### config.mk
export PLATFORM = sky130hd
export DESIGN_NAME = shift_unit_pipe
export DESIGN_NICKNAME = d
export VERILOG_FILES = /design/src/rtl/shift_pkg.sv /design/src/rtl/shift_stage.sv /design/src/rtl/shift_unit_pipe.sv
export SDC_FILE = /design/constraint.sdc
export NUM_CORES = 1
export LEC_CHECK = 0
export ABC_AREA = 1
export CORE_AREA = 2 2 131 133
export CTS_CLUSTER_DIAMETER = 120
export DETAILED_ROUTE_END_ITERATION = 10
export DIE_AREA = 0 0 133 135
export GPL_TIMING_DRIVEN = 0
export PLACE_DENSITY = 0.63
export SLEW_MARGIN = 40
export SYNTH_ARGS = -nofsm -noshare
export SYNTH_HDL_FRONTEND = slang
export SYNTH_SLANG_ARGS = --single-unit
### constraint.sdc
create_clock -name i_clk -period 3.7 [get_ports i_clk]
set_input_delay 0.74 -clock i_clk [delete_from_list [all_inputs] [get_ports i_clk]]
set_output_delay 0.74 -clock i_clk [all_outputs]
set_load 0.03 [all_outputs]
### src/rtl/shift_pkg.sv
// Shared definitions for the pipelined barrel shifter.
//   shift_op_e     : 3-bit shift op code carried through the pipe
//   shamt_w()      : shift-amount width for a given operand width
//   lvl_per_stage(): number of mux levels each register stage applies
// Optional feature macro: SHIFT_ROTATE_EN (used by the importing modules).
package shift_pkg;

  typedef enum logic [2:0] {
    SHIFT_SLL = 3'b000,
    SHIFT_SRL = 3'b001,
    SHIFT_SRA = 3'b010,
    SHIFT_ROL = 3'b011,
    SHIFT_ROR = 3'b100
  } shift_op_e;

  function automatic int unsigned shamt_w(input int unsigned width);
    return $clog2(width);
  endfunction

  // ceil(levels / stages); trailing stages may end up pure pass-through.
  function automatic int unsigned lvl_per_stage(input int unsigned width,
                                                input int unsigned stages);
    if (stages == 0) begin
      return shamt_w(width);
    end
    return (shamt_w(width) + stages - 1) / stages;
  endfunction

endpackage

### src/rtl/shift_stage.sv
// Combinational slice of the barrel shifter: applies mux levels
// FIRST_LVL .. FIRST_LVL+NUM_LVL-1 to the operand. Level j shifts by 2^j
// when shamt[j] is set; levels at or beyond $clog2(WIDTH) pass through.
// Optional feature macro: SHIFT_ROTATE_EN (builds the rotate muxes).
// Ports:
//   operand : data entering this slice
//   shamt   : full original shift amount (only this slice's bits are used)
//   op      : shift op code
//   sign    : original operand MSB, used as SRA fill
//   result  : data leaving this slice
module shift_stage
  import shift_pkg::*;
#(
  parameter int unsigned WIDTH     = 32,
  parameter int unsigned FIRST_LVL = 0,
  parameter int unsigned NUM_LVL   = 1
) (
  input  logic [WIDTH-1:0]         operand,
  input  logic [$clog2(WIDTH)-1:0] shamt,
  input  shift_op_e                op,
  input  logic                     sign,
  output logic [WIDTH-1:0]         result
);

  localparam int unsigned SW = shamt_w(WIDTH);

  logic [WIDTH-1:0] d;

  // Shift distances are constants once the loop unrolls, so each level
  // reduces to a fixed wiring pattern plus a 2:1 (or 4:1) mux.
  always_comb begin
    d = operand;
    for (int unsigned j = 0; j < NUM_LVL; j++) begin
      int unsigned lvl;
      int unsigned amt;
      lvl = FIRST_LVL + j;
      amt = 1 << lvl;
      if (lvl < SW) begin
        if (((shamt >> lvl) & SW'(1)) != '0) begin
          case (op)
            SHIFT_SLL: d = d << amt;
            SHIFT_SRL: d = d >> amt;
            SHIFT_SRA: d = (d >> amt) |
                           ({WIDTH{sign}} & ~({WIDTH{1'b1}} >> amt));
`ifdef SHIFT_ROTATE_EN
            SHIFT_ROL: d = (d << amt) | (d >> (WIDTH - amt));
            SHIFT_ROR: d = (d >> amt) | (d << (WIDTH - amt));
`else
            SHIFT_ROL, SHIFT_ROR: d = d;
`endif
            default:   d = d;
          endcase
        end
      end
    end
  end

  assign result = d;

  // Pass-through slices do not look at the control inputs at all.
  logic unused_ctrl;
  assign unused_ctrl = ^{shamt, op, sign};

endmodule

### src/rtl/shift_unit_pipe.sv
// Pipelined barrel shifter with valid/ready on both sides.
// $clog2(WIDTH) mux levels are spread over STAGES register stages; each
// stage register holds data, shift amount, op, tag, illegal, sign and valid.
// Latency is STAGES cycles, throughput one beat per cycle.
// Optional feature macro: SHIFT_ROTATE_EN (ROL/ROR legal when defined,
// otherwise they are reported as illegal with a zero result).
// Ports:
//   i_clk, i_rst_n      : clock (rising edge), synchronous active-low reset
//   i_valid / o_ready   : input handshake
//   i_data, i_shamt     : operand and shift amount
//   i_op                : op code (see shift_op_e), i_tag : sideband tag
//   o_valid / i_ready   : output handshake
//   o_data, o_tag       : result and its tag
//   o_illegal           : op code unsupported, o_data is 0
module shift_unit_pipe
  import shift_pkg::*;
#(
  parameter int unsigned WIDTH  = 32,
  parameter int unsigned STAGES = 2,
  parameter int unsigned TAG_W  = 5
) (
  input  logic                     i_clk,
  input  logic                     i_rst_n,
  input  logic                     i_valid,
  output logic                     o_ready,
  input  logic [WIDTH-1:0]         i_data,
  input  logic [$clog2(WIDTH)-1:0] i_shamt,
  input  logic [2:0]               i_op,
  input  logic [TAG_W-1:0]         i_tag,
  output logic                     o_valid,
  input  logic                     i_ready,
  output logic [WIDTH-1:0]         o_data,
  output logic [TAG_W-1:0]         o_tag,
  output logic                     o_illegal
);

  localparam int unsigned SW            = shamt_w(WIDTH);
  localparam int unsigned LVL_PER_STAGE = lvl_per_stage(WIDTH, STAGES);

  if ((WIDTH < 8) || (WIDTH > 64) || ((WIDTH & (WIDTH - 1)) != 0)) begin : g_bad_width
    $error("shift_unit_pipe: WIDTH must be a power of 2 in 8..64");
  end
  if ((STAGES < 1) || (STAGES > SW)) begin : g_bad_stages
    $error("shift_unit_pipe: STAGES must be in 1..$clog2(WIDTH)");
  end

  // Stage registers
  logic [STAGES-1:0] valid_q;
  logic [STAGES-1:0] ill_q;
  logic [STAGES-1:0] sign_q;
  logic [WIDTH-1:0]  data_q  [STAGES];
  logic [SW-1:0]     shamt_q [STAGES];
  shift_op_e         op_q    [STAGES];
  logic [TAG_W-1:0]  tag_q   [STAGES];

  // Values presented to each stage (port side for stage 0)
  logic [STAGES-1:0] in_valid;
  logic [STAGES-1:0] in_ill;
  logic [STAGES-1:0] in_sign;
  logic [WIDTH-1:0]  in_data  [STAGES];
  logic [SW-1:0]     in_shamt [STAGES];
  shift_op_e         in_op    [STAGES];
  logic [TAG_W-1:0]  in_tag   [STAGES];
  logic [WIDTH-1:0]  res      [STAGES];

  logic [STAGES:0]   ready;

  shift_op_e op_in;
  logic      illegal_in;

  assign op_in = shift_op_e'(i_op);

  always_comb begin
    illegal_in = 1'b1;
    case (op_in)
      SHIFT_SLL, SHIFT_SRL, SHIFT_SRA: illegal_in = 1'b0;
`ifdef SHIFT_ROTATE_EN
      SHIFT_ROL, SHIFT_ROR:            illegal_in = 1'b0;
`else
      SHIFT_ROL, SHIFT_ROR:            illegal_in = 1'b1;
`endif
      default:                         illegal_in = 1'b1;
    endcase
  end

  assign ready[STAGES] = i_ready;

  for (genvar k = 0; k < STAGES; k++) begin : g_stage
    if (k == 0) begin : g_head
      // Illegal beats enter as zero so every level keeps them zero.
      assign in_valid[0] = i_valid;
      assign in_data[0]  = illegal_in ? '0 : i_data;
      assign in_shamt[0] = i_shamt;
      assign in_op[0]    = op_in;
      assign in_tag[0]   = i_tag;
      assign in_ill[0]   = illegal_in;
      assign in_sign[0]  = !illegal_in & i_data[WIDTH-1];
    end else begin : g_link
      assign in_valid[k] = valid_q[k-1];
      assign in_data[k]  = data_q[k-1];
      assign in_shamt[k] = shamt_q[k-1];
      assign in_op[k]    = op_q[k-1];
      assign in_tag[k]   = tag_q[k-1];
      assign in_ill[k]   = ill_q[k-1];
      assign in_sign[k]  = sign_q[k-1];
    end

    // Closed form of ready_k = !valid_k | ready_(k+1): a stage may load if
    // the sink is ready or any stage from here to the output holds a bubble.
    assign ready[k] = i_ready | ~(&valid_q[STAGES-1:k]);

    shift_stage #(
      .WIDTH     (WIDTH),
      .FIRST_LVL (k * LVL_PER_STAGE),
      .NUM_LVL   (LVL_PER_STAGE)
    ) u_stage (
      .operand (in_data[k]),
      .shamt   (in_shamt[k]),
      .op      (in_op[k]),
      .sign    (in_sign[k]),
      .result  (res[k])
    );
  end

  always_ff @(posedge i_clk) begin
    if (!i_rst_n) begin
      valid_q <= '0;
      ill_q   <= '0;
      sign_q  <= '0;
      for (int unsigned k = 0; k < STAGES; k++) begin
        data_q[k]  <= '0;
        shamt_q[k] <= '0;
        op_q[k]    <= SHIFT_SLL;
        tag_q[k]   <= '0;
      end
    end else begin
      for (int unsigned k = 0; k < STAGES; k++) begin
        if (ready[k]) begin
          valid_q[k] <= in_valid[k];
          ill_q[k]   <= in_ill[k];
          sign_q[k]  <= in_sign[k];
          data_q[k]  <= res[k];
          shamt_q[k] <= in_shamt[k];
          op_q[k]    <= in_op[k];
          tag_q[k]   <= in_tag[k];
        end
      end
    end
  end

  assign o_ready   = ready[0];
  assign o_valid   = valid_q[STAGES-1];
  assign o_data    = data_q[STAGES-1];
  assign o_tag     = tag_q[STAGES-1];
  assign o_illegal = ill_q[STAGES-1];

  // Control fields of the last stage have no downstream consumer.
  logic unused_tail;
  assign unused_tail = ^{shamt_q[STAGES-1], op_q[STAGES-1], sign_q[STAGES-1]};

endmodule

==> flow_summary.toml <==
[sta]
fin_tns_setup_ns = 0
tightest_slew_ns = 0.728
finalSetupViolations = 0
hold_viol_final = 0
slew_headroom_pct = 51.3
fin_skew_ns = 0.00765
fin_crit_sh_pct = 87.0
fmax_mhz = 311
drv_slew = 0
min_period_ns = 3.22
rsz0062_at_grt = "false"

[outcome]
run_status = "finished, final reports clean"

[power_and_ir_drop]
power-per-cell-area_nw_per_um2 = 367
vdd_drop_max_mv = 0.190
p_leak_nw = 3.56

[synth]
synth-edff-count = 79
ys_warn_count = 0
async_flop_share_pct = 0
netlist_instances = 952
synthDistinctLibCells = 29
syn-num-nets = 1001
synth_area_per_cell_sq_um = 6.78
ys.flop_type = "edfxtp_1"
ys_seq_elements = 84
yosysTopAreaCellShare_pct = 36.8
syn_area_sq_um = 6450
yosys.area.top_type = "edfxtp_1"
yosysSeqAreaShare_pct = 38.3
synthTopCellsByArea = "edfxtp_1, nand2_1, nand3_1, a21oi_1, buf_4"

[routing]
wl_per_cell_um = 15.3
dr.pass1.iters = 6
avgViaCountPerCell = 5.17
vias = 6594
drc_errors = 0
wl_mm = 19.6
ant_nets = 0
drtIter0Drc = 597

[setup_path]
critPathKind = "in2out"
crit_fanout = 5
endpoint_kind = "output pin"
rr_startpoint = "valid_q[1]"
cp-start-kind = "primary input"
critical_path_arrival_ns = 2.48
startpoint = "i_ready"
worstPathRequired_ns = 2.96

[clock_network]
cts_tree = "yes"
clk_latency_ns = 0.34
htree_levels = 3
postCtsSetupRepairBufs = 0
path_clk_slew_ns = 0.06
ctsRootBufferMaster = "clkbuf_16"
clockBufferDepth = 2
cts_buffers = 9
cts-hold-fix-buffers = 0
clkSinkCount = 84
cts_resized = 0

[layout]
diodes = 0
post-route-util_pct = 48.5
drive_gt1_share_pct = 9.95
nets = 1099
area_delta_synth_final_pct = 23.4

[global_route]
grt_pass1_wl_mm = 31.3
grt_pass1_vias = 6008
antenna_found_initial = 0
grt_max_degree = 44
grt_overflow_total = 0
track_usage_pct = 22.2

[placement]
hpwl_mm = 15.2
gp_congestion = 0.936
portBuffers = 87

[die]
die_x_um = 133
num_io_pins = 89
dieArea_sq_um = 18000
dieHeight_um = 135
initial_core_util_pct = 39.3
core_area_sq_um = 16400
rows = 47

[worst_hold_path]
hold_path.class = "reg2reg"
min_from = "valid_q[0]"

[job]
cap_violations = 0
==> cell families after synthesis <==
group,count (synthesis),synth area share (%)
buffers and inverters,164,12.8
flip-flops,84,38.3
AO/OA/AOI/OAI,110,8.92
AND/OR/NAND/NOR,594,39.9
==> area by class of cell <==
| type | count | area [sq um] |
|---|---|---|
| repair buffers | 87 | 871 |
| clock buffers | 9 | 225 |
| plain buffers | 85 | 532 |
| well taps | 220 | 275 |
| fillers | 1699 | 8450 |
| multi-input cells | 704 | 3170 |
| flip-flops and latches | 84 | 2470 |
| clock inverters | 7 | 123 |
| inverters | 79 | 297 |
==> where the power goes <==
group | internal, mW | total, mW | switching [mW]
combinational | 0.280 | 0.746 | 0.466
clock | 0.664 | 1.03 | 0.370
sequential | 1.11 | 1.15 | 0.0331
total | 2.06 | 2.93 | 0.869
==> critical path: stages <==
cell and delay (ns):
clkdlybuf4s50_1 0.40, nor2_1 0.25, inv_1 0.09, nor2_1 0.33, inv_1 0.07, clkdlybuf4s50_1 0.60
==> layer usage <==
layer	routed length (um)	vias up	global-route usage (%)
met5	0	-	0
met4	787	0	11.2
met3	1290	46	2.82
met2	9070	277	36.9
met1	8410	2955	28.6
li1	-	3316	-
==> synth_stat cells, types with 3 or more instances <==
library cell	count
buf_4	38
clkbuf_1	18
buf_2	20
inv_1	72
buf_1	3
nand3_1	187
nor2_1	68
nand2_2	4
nand2_1	315
o21ai_0	28
a21oi_1	68
nor2_4	5
nor3_1	5
edfxtp_1	79
buf_6	6
inv_2	5
nand3_2	4
a31oi_1	8
dfxtp_1	5
==> state kept, by name, indices dropped and copies added (netlist names) <==
register / flops
data_q: 64
tag_q: 10
op_q: 3
ill_q: 2
shamt_q: 2
valid_q: 2
sign_q: 1
==> per-stage QoR <==
step,instances,power [mW],worst slack (ns),hold slack (ns),area (sq um)
floorplan,952,1.63,1.24,0.447,6450
global placement,1259,1.90,0.309,0.467,7600
detailed placement,1259,1.90,0.536,0.473,7610
CTS,1275,2.93,0.530,0.483,7960
global route,1275,3.06,0.345,0.515,7960
finish,1275,2.93,0.480,0.479,7960
==> layout by cell type, fill, tap and decap left out <==
cell | netlist | layout
a211oi_1 | 2 | 2
a21boi_1 | 1 | 1
a21oi_1 | 68 | 68
a22oi_1 | 1 | 1
a31oi_1 | 8 | 8
buf_1 | 3 | 3
buf_2 | 20 | 20
buf_4 | 38 | 38
buf_6 | 6 | 6
bufinv_16 | 0 | 3
clkbuf_1 | 18 | 18
clkbuf_16 | 0 | 9
clkdlybuf4s50_1 | 0 | 87
clkinv_1 | 2 | 2
clkinvlp_4 | 0 | 2
dfxtp_1 | 5 | 5
edfxtp_1 | 79 | 79
inv_1 | 72 | 72
inv_2 | 5 | 5
inv_6 | 0 | 2
nand2_1 | 315 | 313
nand2_2 | 4 | 4
nand2_4 | 1 | 3
nand3_1 | 187 | 187
nand3_2 | 4 | 4
nand4_1 | 1 | 1
nor2_1 | 68 | 68
nor2_2 | 2 | 2
nor2_4 | 5 | 5
nor2_8 | 1 | 1
nor3_1 | 5 | 5
o211ai_1 | 2 | 2
o21ai_0 | 28 | 28
or2_2 | 1 | 1
==> path summary, 6_finish.rpt <==
path,end,slack [ns],cells past startpoint
worst max-delay path,o_ready,0.48,6
worst min-delay path,valid_q[1],0.48,2
worst max register to register,data_q[0][0],1.32,8
worst min register to register,valid_q[1],0.48,2
Note: power is estimated with default switching activity, not from simulation.
